## config.mk

```make
export PLATFORM = sky130hd
export DESIGN_NAME = gate_sweep_ctrl
export DESIGN_NICKNAME = d
export VERILOG_FILES = /design/src/rtl/gate_pkg.sv /design/src/rtl/settle_timer.sv /design/src/rtl/gate_sweep_ctrl.sv
export SDC_FILE = /design/constraint.sdc
export NUM_CORES = 1
export LEC_CHECK = 0
export BUFFER_PORTS_ARGS = -buffer_cell sky130_fd_sc_hd__buf_2
export CORE_ASPECT_RATIO = 0.8
export CORE_MARGIN = 2
export CORE_UTILIZATION = 40
export CTS_BUF_LIST = sky130_fd_sc_hd__clkbuf_16
export DETAILED_ROUTE_END_ITERATION = 7
export SYNTH_ARGS = -nofsm -noshare
export SYNTH_HDL_FRONTEND = slang
export SYNTH_SLANG_ARGS = --single-unit
export TNS_END_PERCENT = 1
```

## constraint.sdc

```tcl
create_clock -name clk -period 2 [get_ports clk]
set_input_delay 0.1 -clock clk [delete_from_list [all_inputs] [get_ports clk]]
set_output_delay 0.1 -clock clk [all_outputs]
set_load 0.02 [all_outputs]
```

## src/rtl/gate_pkg.sv

```systemverilog
`default_nettype none
// ============================================================================
//  Package     : gate_pkg
//  Description : Shared definitions for the two-input gate sweep checker.
//                Holds the sweep FSM state encoding and the golden 4-bit truth
//                tables for the common gates.
//                Truth-table bit i is the expected y for {a,b} = i.
//  Revision    : 1.0 - initial release
// ============================================================================
package gate_pkg;

    typedef enum logic [1:0] {
        ST_IDLE   = 2'd0,
        ST_SETTLE = 2'd1,
        ST_SAMPLE = 2'd2,
        ST_DONE   = 2'd3
    } gate_state_e;

    localparam logic [3:0] TT_AND  = 4'b1000;
    localparam logic [3:0] TT_OR   = 4'b1110;
    localparam logic [3:0] TT_XOR  = 4'b0110;
    localparam logic [3:0] TT_NAND = 4'b0111;
    localparam logic [3:0] TT_NOR  = 4'b0001;
    localparam logic [3:0] TT_XNOR = 4'b1001;

endpackage : gate_pkg
`default_nettype wire

```

## src/rtl/settle_timer.sv

```systemverilog
`default_nettype none
// ============================================================================
//  Module      : settle_timer
//  Description : 8-bit loadable down-counter that times the settle window.
//                It counts down to zero and then holds at zero until the next
//                load.
//  Ports       : clk        - rising-edge clock
//                rst        - synchronous active-high reset (count -> 0)
//                load       - load load_value on the next edge
//                load_value - value to load
//                zero       - count is zero
//  Revision    : 1.0 - initial release
// ============================================================================
module settle_timer (
    input  logic       clk,
    input  logic       rst,
    input  logic       load,
    input  logic [7:0] load_value,
    output logic       zero
);

    logic [7:0] r_count;

    always_ff @(posedge clk) begin
        if (rst) begin
            r_count <= 8'd0;
        end else if (load) begin
            r_count <= load_value;
        end else if (r_count != 8'd0) begin
            r_count <= r_count - 8'd1;
        end
    end

    assign zero = (r_count == 8'd0);

endmodule : settle_timer
`default_nettype wire

```

## src/rtl/gate_sweep_ctrl.sv

```systemverilog
`default_nettype none
// ============================================================================
//  Module      : gate_sweep_ctrl
//  Description : Drives the four {a,b} combinations onto a two-input gate.
//                Each vector is held SETTLE_CYCLES cycles before y is sampled.
//                The captured truth table is then compared against the golden
//                one latched at start.
//  Ports       : clk      - rising-edge clock
//                rst      - synchronous active-high reset
//                start    - sweep request, honoured only in IDLE
//                expected - golden truth table, latched on accepted start
//                dut_a    - gate input a (MSB of the vector index)
//                dut_b    - gate input b (LSB of the vector index)
//                dut_y    - gate output, combinational in dut_a/dut_b
//                busy     - sweep in progress, through the DONE cycle
//                done     - one-cycle pulse in DONE
//                pass     - result matched expected (valid after done)
//                result   - captured y per vector
//                mismatch - result XOR latched expected
//  Revision    : 1.0 - initial release
// ============================================================================
module gate_sweep_ctrl
    import gate_pkg::*;
#(
    parameter int SETTLE_CYCLES = 2
) (
    input  logic       clk,
    input  logic       rst,
    input  logic       start,
    input  logic [3:0] expected,
    output logic       dut_a,
    output logic       dut_b,
    input  logic       dut_y,
    output logic       busy,
    output logic       done,
    output logic       pass,
    output logic [3:0] result,
    output logic [3:0] mismatch
);

    // The timer runs from SETTLE_CYCLES-1 down to 0, so SETTLE lasts exactly
    // SETTLE_CYCLES cycles.
    localparam logic [7:0] c_load_value = 8'(SETTLE_CYCLES - 1);

    gate_state_e r_state;
    gate_state_e w_state_next;
    logic [1:0]  r_vec;
    logic [1:0]  r_ab;
    logic [3:0]  r_expected;
    logic [3:0]  r_result;
    logic [3:0]  r_mismatch;
    logic        r_pass;
    logic        w_load;
    logic        w_zero;

    settle_timer u_settle_timer (
        .clk        (clk),
        .rst        (rst),
        .load       (w_load),
        .load_value (c_load_value),
        .zero       (w_zero)
    );

    always_comb begin
        w_state_next = r_state;
        w_load       = 1'b0;
        case (r_state)
            ST_IDLE: begin
                if (start) begin
                    w_state_next = ST_SETTLE;
                    w_load       = 1'b1;
                end
            end
            ST_SETTLE: begin
                if (w_zero) begin
                    w_state_next = ST_SAMPLE;
                end
            end
            ST_SAMPLE: begin
                if (r_vec == 2'd3) begin
                    w_state_next = ST_DONE;
                end else begin
                    w_state_next = ST_SETTLE;
                    w_load       = 1'b1;
                end
            end
            ST_DONE: begin
                w_state_next = ST_IDLE;
            end
            default: begin
                w_state_next = ST_IDLE;
            end
        endcase
    end

    always_ff @(posedge clk) begin
        if (rst) begin
            r_state    <= ST_IDLE;
            r_vec      <= 2'd0;
            r_ab       <= 2'd0;
            r_expected <= 4'd0;
            r_result   <= 4'd0;
            r_mismatch <= 4'd0;
            r_pass     <= 1'b0;
        end else begin
            r_state <= w_state_next;
            case (r_state)
                ST_IDLE: begin
                    if (start) begin
                        r_expected <= expected;
                        r_result   <= 4'd0;
                        r_mismatch <= 4'd0;
                        r_pass     <= 1'b0;
                        r_vec      <= 2'd0;
                        r_ab       <= 2'd0;
                    end
                end
                ST_SAMPLE: begin
                    r_result[r_vec] <= dut_y;
                    // The last vector stays applied after the sweep ends.
                    if (r_vec != 2'd3) begin
                        r_vec <= r_vec + 2'd1;
                        r_ab  <= r_vec + 2'd1;
                    end
                end
                ST_DONE: begin
                    r_mismatch <= r_result ^ r_expected;
                    r_pass     <= (r_result == r_expected);
                end
                default: begin
                end
            endcase
        end
    end

    assign dut_a    = r_ab[1];
    assign dut_b    = r_ab[0];
    assign busy     = (r_state != ST_IDLE);
    assign done     = (r_state == ST_DONE);
    assign pass     = r_pass;
    assign result   = r_result;
    assign mismatch = r_mismatch;

endmodule : gate_sweep_ctrl
`default_nettype wire

```

---- After elaboration in Yosys (flattened, before gate mapping) ----
Cells that the tools add are included.
cells by class
  add/subtract/negate cells ............... 2
  order comparisons ....................... 2
  equal/unequal tests ..................... 9
  multiplexer cells ....................... 20
  bitwise operators ....................... 1
  reduce and logical (&&, ||, !) cells .... 14
operator list
  operator             number
  $pmux 4 s2           2
  $mux 2               5
  $logic_not 8->1      1
  $pmux 2 s4           1
  $reduce_and 2->1     4
  $reduce_bool 2->1    4
  $reduce_bool 8->1    1
  $sub 8x1->8 const B  1
  $eq 2x2->1 const B   3
  $mux 1               6
  $ne 2x2->1 const B   3
  $bwmux 4             1
  $eq 4x4->1           1
  $mux 4               1
  $pmux 1 s2           2
  $pmux 2 s2           1
  $xor 4x4->4          1
  $lt 2x3->1 const B   1
  $reduce_and 3->1     1
  $add 2x1->2 const B  1
  $demux 1 s2          1
  $eq 2x1->1 const B   1
  $ge 2x1->1 const B   1
  $logic_not 2->1      1
  other kinds (3)      3
word-level totals
  bits in registers ....................... 25
  input port bits ......................... 8
  output and inout port bits .............. 13
  logic and storage cells ................. 56

---- Logic depth before layout (Yosys ltp) ----
Gate-level depths: netlist (run 1).
  depth after elaboration ................. 6
  mapped depth ............................ 5
  mapped depth without buffers ............ 5

---- Modules after synthesis ----
A second synthesis (run 1) with hierarchy kept.
unflattened totals
  cell total of the unflattened synthesis .. 148
  area total of the unflattened synthesis .. 1,338.8 µm²
modules (own cells, without submodules)
  module           times used  cells each  area each (µm²)  sequential area each (µm²)
  gate_sweep_ctrl  1           95          863.3            340.3
  settle_timer     1           53          475.5            160.2

---- Worst setup path before layout (run 1) ----
Ideal clock, no wire load.
  path type ............................... reg-to-reg
  from .................................... register u_settle_timer.r_count[0]
  to ...................................... register u_settle_timer.r_count[6]
  arrival time ............................ 1.623 ns
  required time ........................... 1.929 ns
  slack ................................... 0.306 ns
  stages on the path, launching flop included .. 6
  path buffers ............................ 0
  clock period less this slack ............ 1.694 ns
  path through ............................ dfxtp_1 inv_1 ha_1 or4b_4 or4b_1 a21oi_1
on the way
  cells in the longest elaborated chain, start to end .. 1
  elaborated cells between the ends (all ways) .. 2
ends and longest elaborated chain
  item                                                     RTL line                                text
  start, declared                                          settle_timer.sv:22                      logic [7:0] r_count;
  start signal, assigned                                   settle_timer.sv:28                      r_count <= load_value;
  start signal, assigned                                   settle_timer.sv:30                      r_count <= r_count - 8'd1;
  $sub 8x1->8 / $reduce_bool 8->1 (equally long branches)  settle_timer.sv:30, settle_timer.sv:29
Parallel ways exist; a longest one is shown, timed or not.
A chain may end at the register's enable or synchronous reset.

---- Final worst setup path (run 1) ----
Same ends and word-level chain as after synthesis.

==> key figures, run 1 <==
Outcome
  – Run status: completed

Synthesis
  – Synth warn: 0
  – Post-synth cell types: 32
  – Cell count after synthesis: roughly 140
  – Mapped Area: 1200 um2
  – Post-synthesis sequential area ratio: a little over two fifths
  – Seq cells post-synth: 25
  – Mean post-synth cell area: between 8 and 9 um2
  – Net Count, Synth: 150

Critical path
  – Crit-path cells: inv_1 -> ha_1 -> or4b_4 -> or4b_1 -> a21oi_1
  – CP Max Fanout: 6
  – Worst Reg2Reg Path Length in Cells: 5
  – CP Buf/Inv Count: 1
  – Critical path depth: 5
  – Crit path max-delay family: simple AND/OR/NAND/NOR gates
  – CP max stage cell: or4b_4
  – Critical path startpoint category: flip-flop
  – Crit path largest cell delay: 0.52 ns
  – Worst path required time: ~2.2 ns
  – WS Path Type: reg2reg
  – WP data arrival: 2.01 ns
  – Crit path capture type: flip-flop

Floorplanning
  – Io pins: 21
  – Row Count: 17
  – Die Ht: between 50 and 60 um
  – Initial Utilization: a little over two fifths
  – Die width: around 65 um
  – Die Area: between 3000 and 4000 um2
  – Total core area: 2808 um2

STA
  – RSZ-0062 raised after global routing: no
  – Fmax: ~0.55 GHz
  – Fin Setup TNS: 0 ns
  – Fin. max-slew vios: 0
  – Final setup violation count: 0
  – Slew @ Worst Pin: 0.6124 ns
  – Clock skew: between 0.001 and 0.0015 ns
  – Final Hold Viols: 0
  – Period minus WS final: ~1.8 ns
  – Slew headroom: between 50% and 60%
  – Final Cycle Share: 91.65%

Clock tree
  – CTS Buf Count: 3
  – Number of post-CTS setup repair buffers: 0
  – Skew-Pair Late Insertion Delay: roughly 0.25 ns
  – CTS sink count: 25
  – CTS Hold Bufs: 0
  – Clock Path Buffers: 2
  – Clk root buf: clkbuf_16
  – Cts repair resizes: 0
  – CTS tree: done
  – H-Tree Depth: 1
  – Clk pin slew, worst setup/hold paths: about 0.06 ns

Routing
  – Drt drc: 0
  – Vias per std cell: between 5 and 6
  – Vias: 997
  – Final ANT Viol Nets: 0
  – Initial DRC count: 33
  – Routed Wire Length: 2.411 mm
  – WL/cell: around 12 um
  – Pre-antenna DRT Iters: 4

Power and ir drop
  – Max VDD drop: 0.5584 mV
  – P_leak: ~0.6 nW
  – Sw Share: roughly a third
  – Clock power frac: approximately a quarter
  – Psw: slightly below 0.0006 W
  – Pwr per Cell Area: approximately 1200 nW/um2
  – Int Pwr: about 0.0011 W
  – Comb power frac: ~36%
  – Flop pwr share: between 30% and 40%

Final layout
  – Final Instance Area: about 1400 um2
  – Area grow syn2layout: 17.00%
  – Antenna cells: 0
  – Fin nets: between 150 and 200
  – Share of cells above drive strength 1: a little under a fifth

Global route
  – Grt ovf: 0
  – Largest net degree at the start of global routing: 23
  – All-Layer GR Usage: between 10% and 20%
  – Vias in the first global route: 879
  – Initial antenna violation count: 0
  – First-pass GRT wire length: between 4 and 5 mm

Placement
  – Routability cong.: between 0.8 and 0.9
  – Detailed Place HPWL: between 1.5 and 2 mm
  – PortBufs: 20
  – Placed cell area: approximately 1300 um2

Job
  – Max-cap viol count: 0

Worst hold path
  – Hold path cells: 3
  – Worst Hold Class: in2reg
-- power by group through the flow --
stage	Clock [W]	Sequential, W	Combinational (W)
floorplan	0	0.000653	0.000508
global route	0.000462	0.000694	0.000684
global placement	0	0.000681	0.000601
finish	0.000427	0.000676	0.000608
CTS	0.000443	0.000676	0.000607
detailed placement	0	0.000687	0.000606
-- cell type report --
class	instances	area, um2
clock buffer	3	75.07
timing repair buffer	20	100.1
fill	287	1404
sequential	25	500.5
multi-input combinational	100	654.4
inverter	6	22.52
clock inverter	1	3.754
tap	38	47.55
-- per-stage QoR --
stage | setup WS [ns] | power [W] | std cells | utilization (%) | hold slack, ns
2_1_floorplan | 0.3059 | 0.001161 | 137 | - | 0.2439
3_3_place_gp | 0.2576 | 0.001282 | 189 | 47.19 | 0.3333
3_5_place_dp | 0.1788 | 0.001293 | 189 | 47.19 | 0.3416
4_1_cts | 0.1694 | 0.001727 | 193 | 50.00 | 0.07520
5_1_grt | 0.08482 | 0.001840 | 193 | 50.00 | 0.07823
6_report | 0.1670 | 0.001712 | 193 | 50.00 | 0.07796
-- synthesized netlist by cell type --
cell       count  area [um2]
a211o_1        1       8.760
nor2_1         7       26.28
a21o_1         1       7.510
o21ai_0        7       35.03
nor3_1         3       15.01
mux2i_1        4       40.04
or3_1          3       18.77
or4_2          1       8.760
xnor2_1        3       26.28
nand4b_1       2       17.52
a21oi_1       16       80.08
or4_1          1       7.510
nor2b_1        2       12.51
or4b_1         2       20.02
inv_1          6       22.52
nor4b_1        1       8.760
or3b_2         1       8.760
nand3_1       15       75.07
or4b_4         1       13.76
or2_2          3       18.77
nand2b_1       5       31.28
dfxtp_1       25       500.5
o21bai_1       2       15.01
xor2_1         2       17.52
nand2_1        3       11.26
a2111oi_0      1       8.760
nor4_1         1       6.260
clkbuf_1       6       22.52
a211oi_1       2       15.01
nand3b_1       4       30.03
ha_1           5       62.56
o31ai_1        1       7.510
-- tightest hold or removal path: cells and delay by family --
kind	cells	cell delay, ns
buffers and inverters	1	0.07
muxes	1	0.05
and+or+nand+nor	1	0.07
-- registers in the layout, indices dropped and copies added, names as in the netlist --
name and flops:
mismatch 4, pass 1, r_state 2, r_ab 2
u_settle_timer.r_count 8, r_expected 4, result 4
-- logic make-up (layout without fill, tap and decap cells) --
family / after synthesis / count (layout) / share of synthesized area [%]
compound gates: 31 / 31 / 14.81
fa+ha+maj: 5 / 5 / 5.214
xor+xnor: 5 / 5 / 3.650
buf+inv: 12 / 30 / 3.754
flops: 25 / 25 / 41.71
mux: 4 / 4 / 3.337
simple gates: 55 / 55 / 27.53
-- placed cells by master (no fill, tap or decap), types with 5 or more instances in the layout --
| cell | Yosys | layout |
|---|---|---|
| nor2_1 | 7 | 7 |
| inv_1 | 6 | 7 |
| nand3_1 | 15 | 15 |
| nand2b_1 | 5 | 5 |
| dfxtp_1 | 25 | 25 |
| ha_1 | 5 | 5 |
| a21oi_1 | 16 | 16 |
| o21ai_0 | 7 | 7 |
| buf_2 | 0 | 20 |
-- metal layers --
layer	routed length, um	part of all wire [%]	track usage (%)
met5	0	0	0
met1	1264	52	20.55
met4	0	0	3.125
met2	1061	44	23.81
met3	85	3.5	5.106
-- final timing paths --
path                            slack (ns)                        end                 startpoint
worst max-delay path                  0.17  u_settle_timer.r_count[6]  u_settle_timer.r_count[0]
worst min-delay path                  0.08              r_expected[3]                expected[3]
worst max register to register        0.17  u_settle_timer.r_count[6]  u_settle_timer.r_count[0]
worst min register to register        0.46                mismatch[3]                mismatch[3]
Note: power is estimated with default switching activity, not from simulation.
==> run 2: changes to the inputs <==
Clock period 2 ns to 2.4 ns, I/O delays scaled along.
==> run 2 against run 1 <==
Routed wire length decreased by 0.62%. Critical path type unchanged. Setup slack improved by 0.40 ns. Critical endpoint unchanged. First-iteration DRC count decreased by 39%. Utilization unchanged. Largest cell class unchanged. Highest routed layer unchanged. Sequential cell count unchanged. Worst hold slack improved by 0.019 ns.
==> key figures, run 2 (synthesis results as in run 1) <==
Outcome
  – Run status: completed

Routing
  – Routed Wire Length: roughly 2.4 mm
  – Drt drc: 0
  – WL/cell: 12.41 um
  – Pre-antenna DRT Iters: 4
  – Vias: a little over 1000
  – Vias per std cell: between 5 and 6
  – Initial DRC count: 20
  – Final ANT Viol Nets: 0

Floorplanning
  – Total core area: 2808 um2
  – Die Ht: 52.99 um
  – Die Area: roughly 3500 um2
  – Io pins: 21
  – Row Count: 17
  – Die width: roughly 65 um
  – Initial Utilization: between 40% and 50%

Critical path
  – Crit path largest cell delay: between 0.5 and 0.6 ns
  – CP max stage cell: or4b_4
  – Crit-path cells: inv_1 -> ha_1 -> or4b_4 -> or4b_1 -> a21oi_1
  – Worst path required time: roughly 2.6 ns
  – WP data arrival: between 2 and 2.5 ns
  – Critical path startpoint category: flip-flop
  – WS Path Type: reg2reg
  – CP Max Fanout: 6
  – Crit path capture type: flip-flop

Clock tree
  – H-Tree Depth: 1
  – Cts repair resizes: 0
  – Skew-Pair Late Insertion Delay: approximately 0.25 ns
  – CTS tree: done
  – CTS Buf Count: 3
  – Number of post-CTS setup repair buffers: 0
  – CTS sink count: 25
  – CTS Hold Bufs: 0
  – Clock Path Buffers: 2
  – Clk root buf: clkbuf_16
  – Clk pin slew, worst setup/hold paths: ~0.060 ns

Final layout
  – Commonest non-fill, non-tap cell in the layout: dfxtp_1
  – Commonest non-fill, non-tap cells in the layout: 25 x dfxtp_1, 20 x buf_2, 16 x a21oi_1, 15 x nand3_1
  – Multi-input gate area: 654.4 um2
  – Largest Register: u_settle_timer.r_count
  – Max reg flops: 8
  – # fillers: roughly 290
  – Area grow syn2layout: 17.00%
  – Final Core Density: 50.00%
  – Share of cells above drive strength 1: 18.71%
  – Fin nets: roughly 170
  – Antenna cells: 0
  – Reg area: about 500 um2

STA
  – Period minus WS final: approximately 1.8 ns
  – Fin. max-slew vios: 0
  – Slew @ Worst Pin: 0.5893 ns
  – Final setup violation count: 0
  – Fmax: between 0.5 and 0.6 GHz
  – Final Cycle Share: about 76%
  – Slew headroom: 60.63%
  – Final Hold Viols: 0
  – Clock skew: roughly 0.0009 ns
  – Fin Setup TNS: 0 ns
  – RSZ-0062 raised after global routing: no

Global route
  – Largest net degree at the start of global routing: 23
  – Vias in the first global route: slightly below 900
  – First-pass GRT wire length: 4.029 mm
  – Initial antenna violation count: 0
  – Grt ovf: 0
  – All-Layer GR Usage: between 15 and 20%

Placement
  – Detailed Place HPWL: around 1.7 mm
  – Routability cong.: slightly above 0.8
  – PortBufs: 20

Power and ir drop
  – P_leak: a little under 0.6 nW
  – Max VDD drop: roughly 0.45 mV
  – Pwr per Cell Area: 1017 nW/um2

Worst hold path
  – Worst Hold Class: in2reg

Job
  – Max-cap viol count: 0
[run 2: layout make-up]
| type | instances | area share, % |
|---|---|---|
| multi-input combinational | 100 | 46.61 |
| sequential | 25 | 35.65 |
| timing repair buffer | 20 | 7.130 |
| clock buffer | 3 | 5.348 |
| tap | 38 | 3.387 |
| inverter | 6 | 1.604 |
| clock inverter | 1 | 0.2674 |
[run 2: per-layer routing]
metal	vias up	global-route usage, %	share of wire, %
met5	-	0	0
met1	471	20.70	52
met4	0	3.125	0
li1	529	-	-
met2	15	23.47	44
met3	0	5.106	4.3
[run 2: critical path: cells and delay by family, from the launching register on]
| family | cells | cell delay, ns |
|---|---|---|
| flip-flops | 1 | 0.32 |
| adder cells (fa/ha/maj) | 1 | 0.20 |
| buffers and inverters | 1 | 0.07 |
| AO/OA/AOI/OAI | 1 | 0.14 |
| AND/OR/NAND/NOR | 2 | 1.03 |
[run 2: through the flow]
stage | instance area [um2] | total power, W | hold slack [ns] | setup slack (ns) | cells
floorplan | 1200 | 0.0009671 | 0.2639 | 0.7059 | 137
global placement | 1325 | 0.001068 | 0.3533 | 0.6577 | 189
detailed placement | 1325 | 0.001075 | 0.3616 | 0.5790 | 189
CTS | 1404 | 0.001438 | 0.09449 | 0.5703 | 193
global route | 1404 | 0.001532 | 0.09701 | 0.4858 | 193
finish | 1404 | 0.001428 | 0.09744 | 0.5701 | 193
[run 2: final timing paths]
path	startpoint	to	slack, ns	cells past startpoint
worst max-delay path	u_settle_timer.r_count[0]	u_settle_timer.r_count[6]	0.57	5
worst min-delay path	expected[3]	r_expected[3]	0.1	3
worst max register to register	u_settle_timer.r_count[0]	u_settle_timer.r_count[6]	0.57	5
worst min register to register	mismatch[3]	mismatch[3]	0.46	2
[run 2: where the power goes]
part,internal [W],total (W),switching [W]
clock network,0.000222,0.000358,0.000135
registers,0.000483,0.000565,0.0000818
logic,0.000232,0.000506,0.000273
==> run 3: changes to the inputs <==
Clock period 2.4 ns to 1.75 ns, I/O delays scaled along.
==> run 3 against run 2 <==
Combinational power is 56% higher. Final cell count increased by 1.6%. Global-route usage grew 0.81 points. Non-clock buffer count rose by 3. Sequential cell count unchanged. Worst hold slack got worse by 0.030 ns. Clock-buffer cell count stayed put. Die area did not move. Power rose by 44%. Setup slack worse by 0.49 ns. Maximum frequency rose by 9.7%. Largest cell class unchanged. Design area rose by 2.8%.
==> key figures, run 3 (synthesis results as in run 1) <==
Outcome
  – Run status: completed

Global route
  – Initial antenna violation count: 0
  – All-Layer GR Usage: 16.01%
  – GR Util met3: about 4.7%
  – Largest net degree at the start of global routing: 23
  – GRT busiest layer: met2
  – Vias in the first global route: 944
  – Met1 global-route usage: approximately 22%
  – First-pass GRT wire length: 4.257 mm
  – Grt ovf: 0
  – GR Util met2: approximately a quarter

Job
  – Max-cap viol count: 0

Routing
  – WL/cell: between 10 and 15 um
  – Routed Wire Length: ~2.4 mm
  – Initial DRC count: 41
  – Drt drc: 0
  – Pre-antenna DRT Iters: 4
  – Final ANT Viol Nets: 0
  – Vias per std cell: between 5 and 6
  – Vias: just over 1000

STA
  – Final Hold Viols: 0
  – RSZ-0062 raised after global routing: no
  – Final setup violation count: 0
  – Fmax: 0.5994 GHz
  – Slew headroom: approximately 70%
  – Slew @ Worst Pin: just over 0.4 ns
  – Period minus WS final: approximately 1.7 ns
  – Fin. max-slew vios: 0
  – Final Cycle Share: between 90% and 100%
  – Clock skew: around 0.0023 ns
  – Fin Setup TNS: 0 ns

Power and ir drop
  – Int Pwr: 0.001338 W
  – Sw Share: between 30% and 40%
  – Psw: around 0.0007 W
  – Max VDD drop: 0.5942 mV
  – Flop pwr share: a little under two fifths
  – Clock power frac: roughly a quarter
  – Comb power frac: a little under two fifths
  – Pwr per Cell Area: ~1400 nW/um2
  – P_leak: about 0.61 nW

Final layout
  – Commonest non-fill, non-tap cells in the layout: 25 x dfxtp_1, 20 x buf_2, 15 x a21oi_1, 15 x nand3_1
  – Share of cells above drive strength 1: ~23%
  – Max reg flops: 8
  – Largest Register: u_settle_timer.r_count
  – Antenna cells: 0
  – Area grow syn2layout: 20.23%
  – Fin nets: approximately 170
  – Final Instance Area: 1443 um2
  – Final Core Density: ~50%
  – Commonest non-fill, non-tap cell in the layout: dfxtp_1

Critical path
  – Worst Reg2Reg Path Length in Cells: 5
  – CP Max Fanout: 4
  – Critical path startpoint category: flip-flop
  – CP max stage cell: or4b_1
  – WS Path Type: reg2reg
  – Crit path max-delay family: simple AND/OR/NAND/NOR gates
  – WP data arrival: between 1.5 and 2 ns
  – Worst path required time: around 1.9 ns
  – Crit-path cells: inv_2 -> ha_4 -> or4b_4 -> or4b_1 -> a21oi_2
  – Crit path capture type: flip-flop
  – CP Buf/Inv Count: 1
  – Worst R2R Setup Slack: around 0.082 ns
  – Crit path largest cell delay: slightly below 0.5 ns
  – FF-to-FF End: u_settle_timer.r_count[6]
  – FF-to-FF Start: u_settle_timer.r_count[0]

Placement
  – PortBufs: 20
  – Detailed Place HPWL: ~1.8 mm
  – Placed cell area: roughly 1300 um2
  – Routability cong.: approximately 0.8

Floorplanning
  – Io pins: 21
  – Initial Utilization: between 40% and 50%
  – Die Ht: 52.99 um
  – Total core area: roughly 2800 um2
  – Die Area: 3456 um2
  – Die width: between 60 and 70 um
  – Row Count: 17

Clock tree
  – CTS sink count: 25
  – H-Tree Depth: 1
  – Skew-Pair Late Insertion Delay: 0.26 ns
  – CTS Buf Count: 3
  – Clk root buf: clkbuf_16
  – CTS tree: done
  – Clock Path Buffers: 2
  – Clk pin slew, worst setup/hold paths: approximately 0.06 ns

Worst hold path
  – Worst Hold Path EP: r_expected[2]
  – Hold_sp: expected[2]
  – Hold path cells: 3
  – Worst Hold Class: in2reg
[run 3: tightest hold or removal path: stages]
cell	delay, ns
buf_2	0.08
mux2i_1	0.05
nor2_1	0.07
[run 3: metrics by stage]
step / instances / hold WS (ns) / setup WS [ns] / total power [W]
floorplan: 137 / 0.2314 / 0.05591 / 0.001326
global placement: 192 / 0.3208 / 0.05412 / 0.001514
global route: 196 / 0.06725 / 0.0008478 / 0.002209
detailed placement: 192 / 0.3299 / -0.01150 / 0.001533
CTS: 196 / 0.06192 / 0.01711 / 0.002038
finish: 196 / 0.06705 / 0.08180 / 0.002050
[run 3: worst max-delay path by stage]
stage / from / to / cells past startpoint / slack [ns]
global placement: u_settle_timer.r_count[0] / u_settle_timer.r_count[6] / 5 / 0.05
finish: u_settle_timer.r_count[0] / u_settle_timer.r_count[6] / 5 / 0.08
floorplan: u_settle_timer.r_count[0] / u_settle_timer.r_count[6] / 5 / 0.06
detailed placement: u_settle_timer.r_count[0] / u_settle_timer.r_count[6] / 5 / -0.01
global route: u_settle_timer.r_count[1] / u_settle_timer.r_count[6] / 5 / 0.0008
CTS: u_settle_timer.r_count[0] / u_settle_timer.r_count[6] / 5 / 0.02
[run 3: layout make-up]
class / instances / area [um2]
clock inverters: 1 / 3.754
multi-input cells: 100 / 670.6
well taps: 38 / 47.55
fillers: 282 / 1365
repair buffers: 23 / 122.6
flip-flops and latches: 25 / 500.5
clock buffers: 3 / 75.07
inverters: 6 / 22.52
[run 3: what timing repair did]
item / CTS / global route
gates resized for setup: 2 / 3
setup buffers: 0 / 0
pin swaps: 1 / 1
hold buffers: 0 / 0
gates cloned: 0 / 0
setup endpoints to repair: 1 / 1
[run 3: routing by layer]
| layer | vias up | share of wire, % |
|---|---|---|
| li1 | 532 | - |
| met1 | 477 | 53 |
| met2 | 14 | 43 |
| met3 | 0 | 4.2 |
| met4 | 0 | 0 |
| met5 | - | 0 |
[run 3: power groups by stage]
stage	logic [W]	clock network, W	registers, W
6_report	0.000788	0.000498	0.000764
5_1_grt	0.000895	0.000531	0.000783
4_1_cts	0.000768	0.000510	0.000759
3_5_place_dp	0.000761	0	0.000772
3_3_place_gp	0.000749	0	0.000765
2_1_floorplan	0.000580	0	0.000746
